$ cat src/rtl/regfile_controller_if.sv
// Command/response handshake and register-file bus bundle for
// regfile_controller. master = upstream/regfile side, slave = controller.
interface regfile_controller_if #(
  parameter int DATA_W = 8,
  parameter int ADDR_W = 2
);
  logic              cmd_valid;
  logic              cmd_ready;
  logic              cmd_write;
  logic [ADDR_W-1:0] cmd_addr;
  logic [DATA_W-1:0] cmd_data;
  logic              rsp_valid;
  logic              rsp_ready;
  logic              rsp_write;
  logic [DATA_W-1:0] rsp_data;
  logic              busy;
  logic              reg_on;
  logic [1:0]        read_write;
  logic [ADDR_W-1:0] rw_reg;
  logic [DATA_W-1:0] in;
  logic [DATA_W-1:0] out;

  modport master (
    output cmd_valid, cmd_write, cmd_addr, cmd_data,
    output rsp_ready, out,
    input  cmd_ready, rsp_valid, rsp_write, rsp_data,
    input  busy, reg_on, read_write, rw_reg, in
  );

  modport slave (
    input  cmd_valid, cmd_write, cmd_addr, cmd_data,
    input  rsp_ready, out,
    output cmd_ready, rsp_valid, rsp_write, rsp_data,
    output busy, reg_on, read_write, rw_reg, in
  );
endinterface

$ cat src/rtl/regfile_controller.sv
// Single-command register-file controller: accepts one write/read,
// strobes the register file, returns one response, then re-arms.
module regfile_controller #(
  parameter int DATA_W   = 8,
  parameter int ADDR_W   = 2,
  parameter int READ_LAT = 1
) (
  input logic clk,
  input logic rst,
  regfile_controller_if.slave bus
);

  typedef enum logic [1:0] {
    IDLE  = 2'd0,
    WRITE = 2'd1,
    READ  = 2'd2,
    RESP  = 2'd3
  } state_e;

  localparam logic [1:0] RW_IDLE = 2'b00;
  localparam logic [1:0] RW_WR   = 2'b01;
  localparam logic [1:0] RW_RD   = 2'b10;
  localparam logic [3:0] LAST    = 4'(READ_LAT - 1);

  state_e            state_q, state_d;
  logic [3:0]        cnt_q, cnt_d;
  logic [DATA_W-1:0] rsp_data_q, rsp_data_d;
  logic              rsp_write_q, rsp_write_d;
  logic              reg_on_q, reg_on_d;
  logic [1:0]        rw_q, rw_d;
  logic [ADDR_W-1:0] rw_reg_q, rw_reg_d;
  logic [DATA_W-1:0] in_q, in_d;

  // rw_reg_q/in_q double as the latched command, so cmd_* is
  // only looked at on the acceptance edge.
  always_comb begin
    state_d     = state_q;
    cnt_d       = cnt_q;
    rsp_data_d  = rsp_data_q;
    rsp_write_d = rsp_write_q;
    reg_on_d    = 1'b0;
    rw_d        = RW_IDLE;
    rw_reg_d    = rw_reg_q;
    in_d        = in_q;
    unique case (state_q)
      IDLE: begin
        if (bus.cmd_valid) begin
          reg_on_d = 1'b1;
          rw_reg_d = bus.cmd_addr;
          cnt_d    = 4'd0;
          if (bus.cmd_write) begin
            state_d = WRITE;
            rw_d    = RW_WR;
            in_d    = bus.cmd_data;
          end else begin
            state_d = READ;
            rw_d    = RW_RD;
          end
        end
      end
      WRITE: begin
        state_d     = RESP;
        rsp_write_d = 1'b1;
        rsp_data_d  = '0;
      end
      READ: begin
        if (cnt_q == LAST) begin
          state_d     = RESP;
          rsp_data_d  = bus.out;
          rsp_write_d = 1'b0;
          cnt_d       = 4'd0;
        end else begin
          cnt_d    = cnt_q + 4'd1;
          reg_on_d = 1'b1;
          rw_d     = RW_RD;
        end
      end
      RESP: begin
        if (bus.rsp_ready) begin
          state_d = IDLE;
        end
      end
      default: state_d = IDLE;
    endcase
  end

  always_ff @(posedge clk or negedge rst) begin
    if (!rst) begin
      state_q     <= IDLE;
      cnt_q       <= 4'd0;
      rsp_data_q  <= '0;
      rsp_write_q <= 1'b0;
      reg_on_q    <= 1'b0;
      rw_q        <= RW_IDLE;
      rw_reg_q    <= '0;
      in_q        <= '0;
    end else begin
      state_q     <= state_d;
      cnt_q       <= cnt_d;
      rsp_data_q  <= rsp_data_d;
      rsp_write_q <= rsp_write_d;
      reg_on_q    <= reg_on_d;
      rw_q        <= rw_d;
      rw_reg_q    <= rw_reg_d;
      in_q        <= in_d;
    end
  end

  assign bus.cmd_ready  = (state_q == IDLE);
  assign bus.rsp_valid  = (state_q == RESP);
  assign bus.busy       = (state_q != IDLE);
  assign bus.rsp_write  = rsp_write_q;
  assign bus.rsp_data   = rsp_data_q;
  assign bus.reg_on     = reg_on_q;
  assign bus.read_write = rw_q;
  assign bus.rw_reg     = rw_reg_q;
  assign bus.in         = in_q;

endmodule

$ cat src/flat_wrapper.sv
// flat-port wrapper written by rule: the top's interface ports become plain ports
module regfile_controller_flat 
#(
  parameter int DATA_W   = 8,
  parameter int ADDR_W   = 2,
  parameter int READ_LAT = 1
)
  (clk, rst, bus_cmd_valid, bus_cmd_write, bus_cmd_addr, bus_cmd_data, bus_rsp_ready, bus_out, bus_cmd_ready, bus_rsp_valid, bus_rsp_write, bus_rsp_data, bus_busy, bus_reg_on, bus_read_write, bus_rw_reg, bus_in);
  regfile_controller_if #(.DATA_W(DATA_W), .ADDR_W(ADDR_W)) bus_i ();
  input logic clk;
  input logic rst;
  input wire logic [$bits(bus_i.cmd_valid)-1:0] bus_cmd_valid;
  input wire logic [$bits(bus_i.cmd_write)-1:0] bus_cmd_write;
  input wire logic [$bits(bus_i.cmd_addr)-1:0] bus_cmd_addr;
  input wire logic [$bits(bus_i.cmd_data)-1:0] bus_cmd_data;
  input wire logic [$bits(bus_i.rsp_ready)-1:0] bus_rsp_ready;
  input wire logic [$bits(bus_i.out)-1:0] bus_out;
  output wire logic [$bits(bus_i.cmd_ready)-1:0] bus_cmd_ready;
  output wire logic [$bits(bus_i.rsp_valid)-1:0] bus_rsp_valid;
  output wire logic [$bits(bus_i.rsp_write)-1:0] bus_rsp_write;
  output wire logic [$bits(bus_i.rsp_data)-1:0] bus_rsp_data;
  output wire logic [$bits(bus_i.busy)-1:0] bus_busy;
  output wire logic [$bits(bus_i.reg_on)-1:0] bus_reg_on;
  output wire logic [$bits(bus_i.read_write)-1:0] bus_read_write;
  output wire logic [$bits(bus_i.rw_reg)-1:0] bus_rw_reg;
  output wire logic [$bits(bus_i.in)-1:0] bus_in;
  assign bus_i.cmd_valid = bus_cmd_valid;
  assign bus_i.cmd_write = bus_cmd_write;
  assign bus_i.cmd_addr = bus_cmd_addr;
  assign bus_i.cmd_data = bus_cmd_data;
  assign bus_i.rsp_ready = bus_rsp_ready;
  assign bus_i.out = bus_out;
  assign bus_cmd_ready = bus_i.cmd_ready;
  assign bus_rsp_valid = bus_i.rsp_valid;
  assign bus_rsp_write = bus_i.rsp_write;
  assign bus_rsp_data = bus_i.rsp_data;
  assign bus_busy = bus_i.busy;
  assign bus_reg_on = bus_i.reg_on;
  assign bus_read_write = bus_i.read_write;
  assign bus_rw_reg = bus_i.rw_reg;
  assign bus_in = bus_i.in;
  regfile_controller #(.DATA_W(DATA_W), .ADDR_W(ADDR_W), .READ_LAT(READ_LAT)) u_core (.clk(clk), .rst(rst), .bus(bus_i));
endmodule
$ cat config.mk
export PLATFORM = sky130hd
export DESIGN_NAME = regfile_controller_flat
export DESIGN_NICKNAME = d
export VERILOG_FILES = /design/src/rtl/regfile_controller_if.sv /design/src/rtl/regfile_controller.sv /design/src/flat_wrapper.sv
export SDC_FILE = /design/constraint.sdc
export NUM_CORES = 1
export LEC_CHECK = 0
export CAP_MARGIN = 30
export CORE_ASPECT_RATIO = 0.7
export CORE_MARGIN = 4
export CORE_UTILIZATION = 43
export DETAILED_ROUTE_END_ITERATION = 16
export PLACE_DENSITY = 0.77
export SYNTH_ARGS = -nofsm -noshare
export SYNTH_HDL_FRONTEND = slang
export SYNTH_SLANG_ARGS = --single-unit
$ cat constraint.sdc
create_clock -name clk -period 2.5 [get_ports clk]
set_clock_uncertainty 0.1 [all_clocks]
set_input_delay 0.25 -clock clk [delete_from_list [all_inputs] [get_ports clk]]
set_output_delay 0.25 -clock clk [all_outputs]
set_load 0.05 [all_outputs]
; ---- Word-level counts from Yosys, hierarchy flattened
; Index checks and enable logic that the tools add are counted.
[classes]
reduce_logical = 10
n_mux = 18
addsub = 1
eq_ne = 6
[ops]
columns = operator, count
row1 = $pmux W8 S2, 1
row2 = $mux W2, 6
row3 = $mux W4, 2
row4 = $mux W8, 1
row5 = $pmux W2 S4, 1
row6 = $pmux W4 S2, 1
row7 = $reduce_and A2 Y1, 3
row8 = $reduce_and A3 Y1, 2
row9 = $reduce_bool A2 Y1, 3
row10 = $add A4 B1 Y4 const B, 1
row11 = $eq A2 B2 Y1 const B, 2
row12 = $logic_not A4 Y1, 1
row13 = $ne A2 B2 Y1 const B, 2
row14 = $pmux W1 S2, 2
row15 = $pmux W2 S2, 1
row16 = $mux W1, 3
row17 = $eq A2 B1 Y1 const B, 1
row18 = $logic_not A2 Y1, 1
row19 = $ne A2 B1 Y1 const B, 1
[word_totals]
elab_cells = 43
register_bits = 28

; ---- Logic depth before layout (Yosys ltp)
; Gate-level depths: netlist of the first run.
[logic_depth]
word_depth = 3
depth_mapped = 6
depth_no_buf = 5

; ---- Least setup slack after synthesis of the first run
; OpenSTA, ideal clock, no wires.
[synth_timing]
kind = reg-to-reg
startpoint = register u_core.cnt_q[0]
endpoint = register u_core.state_q[0]
required_ns = 2.275
setup_slack_ns = 0.633
stages_incl_launch_ff = 6
arrival_time_ns = 1.642
setup_time_ns = 0.125
path_cell_list = dfrtp_1 inv_1 ha_1 or3b_4 a221oi_2 mux2_2
[synth_between]
elab_chain_len = 3
[synth_rtl]
columns = element, line
row1 = from (decl), regfile_controller.sv:26  ; logic [3:0] cnt_q, cnt_d;
row2 = from (signal assigned), regfile_controller.sv:99  ; cnt_q <= cnt_d;
row3 = $logic_not A4 Y1, regfile_controller.sv:67  ; if (cnt_q == LAST) begin
row4 = $ne A2 B1 Y1 (no line), -
row5 = $reduce_and A3 Y1 (no line), -
row6 = to (signal assigned), regfile_controller.sv:98  ; state_q <= state_d;
row7 = to (decl), regfile_controller.sv:25  ; state_e state_q, state_d;
; Every way passes these cells.
; A chain may end at the register's enable or synchronous reset.

; ---- Worst setup path in the final report of the first run
[layout_timing]
startpoint = register u_core.state_q[0]
endpoint = output port bus_busy
[layout_between]
elab_chain_len = 1
[layout_rtl]
columns = element, line
row1 = $reduce_bool A2 Y1, regfile_controller.sv:111  ; assign bus.busy = (state_q != IDLE);
row2 = to (decl), flat_wrapper.sv:22  ; output wire logic [$bits(bus_i.busy)-1:0] bus_busy;
; Every way passes these cells.

==> summary.md, run 1 <==
| Metric | Value |
|---|---|
| M1 WL | 1210 microns |
| Per-cell routed wire length | 15.0 microns |
| Vias post-DR | 1,003 |
| Layout cell share with drive strength beyond 1 | 13.5% |
| Status | finished clean |
| Most frequent cells in the layout | 47 x clkdlybuf4s50_1, 28 x dfrtp_1, 12 x mux2_2, 10 x inv_1, 9 x a22o_1 |
| CTS tree | yes |
| Post-synth top area share | 55.1% |
| Synthesis warning total | 0 |
| Final hold violations | 0 |
| Crit end category | primary output |
| Post-Syn Area per Cell | 12.1 sq um |
| Initial antenna violation count | 0 |
| Maximum fanout along the worst path | 9 |
| H-tree levels | 1 |
| DR WL met3 | 280 microns |
| Worst path arrival time | 2020 ps |
| Reg2Reg Launch Point | u_core.cnt_q[0] |
| Relative slew margins | 65.6% |
| Register area share after synthesis | 55.1% |
| Post-DRT Antenna Nets | 0 |
| #FFs+latches synth | 28 |
| CTS clk-pin slew, worst paths | 100 ps |
| Die span in x | 73.0 microns |
| Vias in the first global route | 1,067 |
| Worst Reg-to-Reg Cells | 5 |
| Initial DRC count | 75 |
| Uppermost layer routed | met4 |
| DR DRC count | 0 |
| CP required | 2150 ps |
| Max-cap violations | 0 |
| Diode count | 0 |
| Final Max Tran Viols | 0 |
| Die area | 0.00391 sq mm |
| Global route overflow | 0 |
| Worst Tran Pin Value | 515 ps |
| Setup TNS | 0 ps |
| Dpl hpwl | 2240 microns |
| Placer Congestion | 0.777 |
| Hold-fix buffers at CTS | 0 |
| Synthesis-to-layout area growth | 47.0% |
| FF-to-FF End | u_core.state_q[0] |
| Met2 wire len | 1380 microns |
| Clock root buffer master | clkbuf_8 |
| PortBufs | 47 |
| Commonest non-fill, non-tap cell in the layout | clkdlybuf4s50_1 |
| Fin crit period | 2370 ps |
| Crit-path slowest cell | clkdlybuf4s50_1 |
| Post-CTS sizing | 0 |
| Die height | 53.5 microns |
| Setup repair bufs after CTS | 0 |
| Initial Util | 45.1% |
| Startpoint types | register |
| Filler cell count | 222 |
| Sink Count | 28 |
| Reg area | 701 sq um |
| Largest cells by area after synthesis | dfrtp_1 55%, mux2_2 11%, a22o_1 6.2%, ha_1 5.9%, inv_1 2.9% |
| Synthesized Nets | 134 |
| Multi-input logic area | 523 sq um |
| # setup viols final | 0 |
| Clk Latency, worst-skew pair | 280 ps |
| Crit-path cells | inv_1 > ha_1 > inv_1 > clkdlybuf4s50_1 |
| Unrepaired setup endpoints after global routing | false |
| Post-synth top area cell | dfrtp_1 |
| Core region area | 0.00282 sq mm |
| Worst reg2reg setup slack | 450 ps |
| Crit-path max cell delay | 810 ps |
| Final period util | 94.7% |
| Worst Path Class, Setup | reg -> out |
| Final wirelength | 2890 microns |
| Nets | 186 |
| CP dominant cell by count | inv_1 |
| All-Layer GR Usage | 16.1% |
| Post-synthesis instance total | 105 |
| Global-route wire length before repair | 4730 microns |
| Max frequency | 423 MHz |
| Cell Area, Synth | 0.00127 sq mm |
| Finished Cell Area | 0.00187 sq mm |
| Num ports | 48 |
| Via-to-Cell Ratio | 5.22 |
| Worst min path class | in -> async |
| Cell Rows | 16 |
| DRT Pass-1 Iters | 4 |
| Distinct cells, synth | 29 |
| TritonCTS buffer count | 3 |
| Longest Clk Path Bufs | 2 |
| Cell area after placement | 0.00180 sq mm |
| Largest net degree at the start of global routing | 29 |
==> per-layer routing <==
metal / vias up / track usage, %
met5: - / 0
met4: 0 / 4.29
met3: 4 / 7.21
met2: 49 / 26.7
met1: 477 / 19.1
li1: 473 / -
==> synthesized netlist by cell type <==
cell type  instances
a2111o_1           1
a21oi_1            1
a221oi_2           1
a22o_1             9
a311o_1            1
a311oi_1           1
a31oi_1            1
a32oi_1            1
buf_1              1
clkbuf_1           2
dfrtp_1           28
ha_1               6
inv_1             10
mux2_2            12
mux2i_1            1
nand2_1            8
nand2b_1           1
nand3_1            2
nand3b_1           1
nor2_1             3
nor2b_1            2
nor3_1             3
nor3b_1            2
o21ai_0            2
o21ai_1            1
o31ai_1            1
o41ai_1            1
or3b_4             1
xor2_1             1
==> critical path: cells and delay by family (launching register included) <==
| family | cells | cell delay (ps) |
|---|---|---|
| adder cells (fa/ha/maj) | 1 | 320 |
| flip-flops | 1 | 390 |
| buffers and inverters | 3 | 1030 |
==> per-stage QoR <==
step,setup slack (ps),hold slack (ps),utilization [%],cells
3_3_place_gp,514,377,63.7,188
4_1_cts,132,251,66.3,192
6_report,133,236,66.3,192
3_5_place_dp,454,392,63.7,188
2_1_floorplan,633,-146,-,105
5_1_grt,53.5,263,66.3,192
==> layout make-up <==
cell class              instances  area share (%)
repair buffers                 50            26.4
multi-input cells              64            28.0
flip-flops and latches         28            37.5
well taps                      36            2.41
inverters                      10            2.01
clock buffers                   3            2.21
clock inverters                 1            1.61
==> worst max path at each step <==
stage,startpoint,end,cells past startpoint,slack [ps]
floorplan,u_core.cnt_q[0],u_core.state_q[0],5,630
global placement,u_core.state_q[0],bus_busy,4,510
detailed placement,u_core.state_q[0],bus_busy,4,450
CTS,u_core.state_q[0],bus_busy,4,130
global route,u_core.state_q[0],bus_busy,4,50
finish,u_core.state_q[0],bus_busy,4,130
==> kinds of logic (layout without fill, tap and decap cells) <==
kind of cell	Yosys count	after routing	share of synthesized area, %
flops	28	28	55.1
mux	13	13	11.4
buf+inv	13	64	3.84
simple gates	23	23	9.34
compound gates	21	21	13.8
fa+ha+maj	6	6	5.90
xor+xnor	1	1	0.688
Power of run 1 is not shown: default switching activity piles up to over one toggle a cycle in this logic, so the estimate is an artifact.
==> run 2, diff against run 1 <==
- clock period: 2.5 -> 2.6 ns (I/O delays scaled with it)
==> summary.md, run 2 (synthesis gave the netlist of run 1 again) <==
| Metric | Value |
|---|---|
| Status | finished clean |
| Diode count | 0 (unchanged) |
| Die area | 0.00391 sq mm (unchanged) |
| Crit-path cells | inv_1 > ha_1 > inv_1 > clkdlybuf4s50_1 |
| Power density cells | 1530 mW/mm^2 |
| Per-cell routed wire length | 16.0 microns (+6.7%) |
| CTS clk-pin slew, worst paths | 100 ps (about the same) |
| Nets | 185 (-0.54%) |
| Filler cell count | 222 (unchanged) |
| Post-CTS sizing | 0 (unchanged) |
| Dpl hpwl | 2350 microns (+5.3%) |
| Unrepaired setup endpoints after global routing | false |
| Final Max Tran Viols | 0 (unchanged) |
| Multi-input logic area | 523 sq um (unchanged) |
| Global route overflow | 0 (unchanged) |
| Worst vdd ir | 0.670 mV |
| Final wirelength | 3060 microns (+6.1%) |
| Hold-fix buffers at CTS | 0 (unchanged) |
| Clk Latency, worst-skew pair | 280 ps (about the same) |
| Dpl cells | 187 (-0.53%) |
| Max-cap violations | 0 (unchanged) |
| Num ports | 48 (unchanged) |
| Fin crit period | 2360 ps |
| Worst Tran Pin Value | 668 ps (+153 ps) |
| Die height | 53.5 microns (unchanged) |
| CP dominant cell by count | inv_1 |
| Layout cell share with drive strength beyond 1 | 12.9% (-0.56 points) |
| Max frequency | 424 MHz |
| Worst Reg-to-Reg Cells | 5 (unchanged) |
| Reg area | 701 sq um (unchanged) |
| Crit end category | primary output |
| Reg2Reg Launch Point | u_core.state_q[0] |
| H-tree levels | 1 (unchanged) |
| Crit-path leading delay family | buffers and inverters |
| Initial DRC count | 32 (-57%) |
| Vias post-DR | 1,008 (+0.50%) |
| Worst Path Class, Setup | reg -> out |
| # setup viols final | 0 (unchanged) |
| Vias in the first global route | 1,062 (-0.47%) |
| All-Layer GR Usage | 16.5% (+0.43 points) |
| Worst reg2reg setup slack | 470 ps (+20 ps) |
| Setup TNS | 0 ps (unchanged) |
| FF-to-FF End | u_core.bus.rsp_data[5] |
| DR DRC count | 0 (unchanged) |
| Finished Layout Cells | 191 (-0.52%) |
| Cell Rows | 16 (unchanged) |
| Post-DRT Antenna Nets | 0 (unchanged) |
| Final hold violations | 0 (unchanged) |
| Global-route wire length before repair | 4840 microns (+2.3%) |
| Crit-path max cell delay | 810 ps (about the same) |
| Clock root buffer master | clkbuf_8 |
| Initial Util | 45.1% (unchanged) |
| Leakage | 0.824 nW |
| Maximum fanout along the worst path | 9 (unchanged) |
| Most frequent cells in the layout | 47 x clkdlybuf4s50_1, 28 x dfrtp_1, 12 x mux2_2, 10 x inv_1, 9 x a22o_1 |
| Setup repair bufs after CTS | 0 (unchanged) |
| Via-to-Cell Ratio | 5.28 (+1.0%) |
| Crit-path slowest cell | clkdlybuf4s50_1 |
| Largest net degree at the start of global routing | 29 (unchanged) |
| DRT Pass-1 Iters | 4 (unchanged) |
| Relative slew margins | 55.1% (-10 points) |
| TritonCTS buffer count | 3 (unchanged) |
| CTS tree | yes |
| CP required | 2240 ps (+90 ps) |
| Worst path bufs/invs | 3 (unchanged) |
| Placer Congestion | 0.784 (+0.94%) |
| Sink Count | 28 (unchanged) |
| PortBufs | 47 (unchanged) |
| Die span in x | 73.0 microns (unchanged) |
| Core region area | 0.00282 sq mm (unchanged) |
| Worst min path class | in -> async |
| Synthesis-to-layout area growth | 45.1% |
| Commonest non-fill, non-tap cell in the layout | clkdlybuf4s50_1 |
| Initial antenna violation count | 0 (unchanged) |
| Worst path arrival time | 2000 ps (-20 ps) |
| Startpoint types | register |
| Longest Clk Path Bufs | 2 (unchanged) |
| Final period util | 90.7% |
## run 2: changes by cell type in the layout (fill, tap and decap cells not counted), sizes merged
cell / previous run / this run
buf: 3 / 2
bufinv: 1 / 0
clkbuf: 3 / 4
## run 2: worst max-delay path by stage
stage	depth (start not counted)	start	slack, ps	endpoint
floorplan	5	u_core.cnt_q[0]	730	u_core.state_q[0]
CTS	4	u_core.state_q[0]	230	bus_busy
global route	4	u_core.state_q[0]	160	bus_busy
global placement	4	u_core.state_q[0]	610	bus_busy
detailed placement	5	u_core.state_q[0]	490	u_core.bus.rsp_data[5]
finish	4	u_core.state_q[0]	240	bus_busy
## run 2: where the power goes
group	internal [mW]	switching, mW	total [mW]
logic	0.663	1.11	1.77
registers	0.636	0.137	0.773
clock network	0.136	0.140	0.275
## run 2: cell type report
type	count	share of cell area (%)
repair buffers	49	26.3
flip-flops and latches	28	37.9
inverters	10	2.03
clock buffers	4	2.98
well taps	36	2.44
multi-input cells	64	28.3
## run 2: metal layers
layer | vias to the layer above | part of all wire (%) | global-route usage [%]
li1 | 471 | - | -
met5 | - | 0 | 0
met4 | 0 | 0.36 | 3.99
met1 | 498 | 43 | 19.2
met3 | 2 | 9.1 | 7.78
met2 | 37 | 48 | 27.9
## run 2: metrics by stage
step	hold slack (ps)	util, %	total power [mW]	setup WS [ps]	instance area (sq um)
2_1_floorplan	-136	-	1.98	733	1270
3_5_place_dp	391	63.5	2.57	486	1790
3_3_place_gp	377	63.5	2.50	607	1790
4_1_cts	265	65.4	2.85	232	1850
6_report	250	65.4	2.82	241	1850
5_1_grt	276	65.4	2.98	162	1850
(Power assumes the default switching activity.)
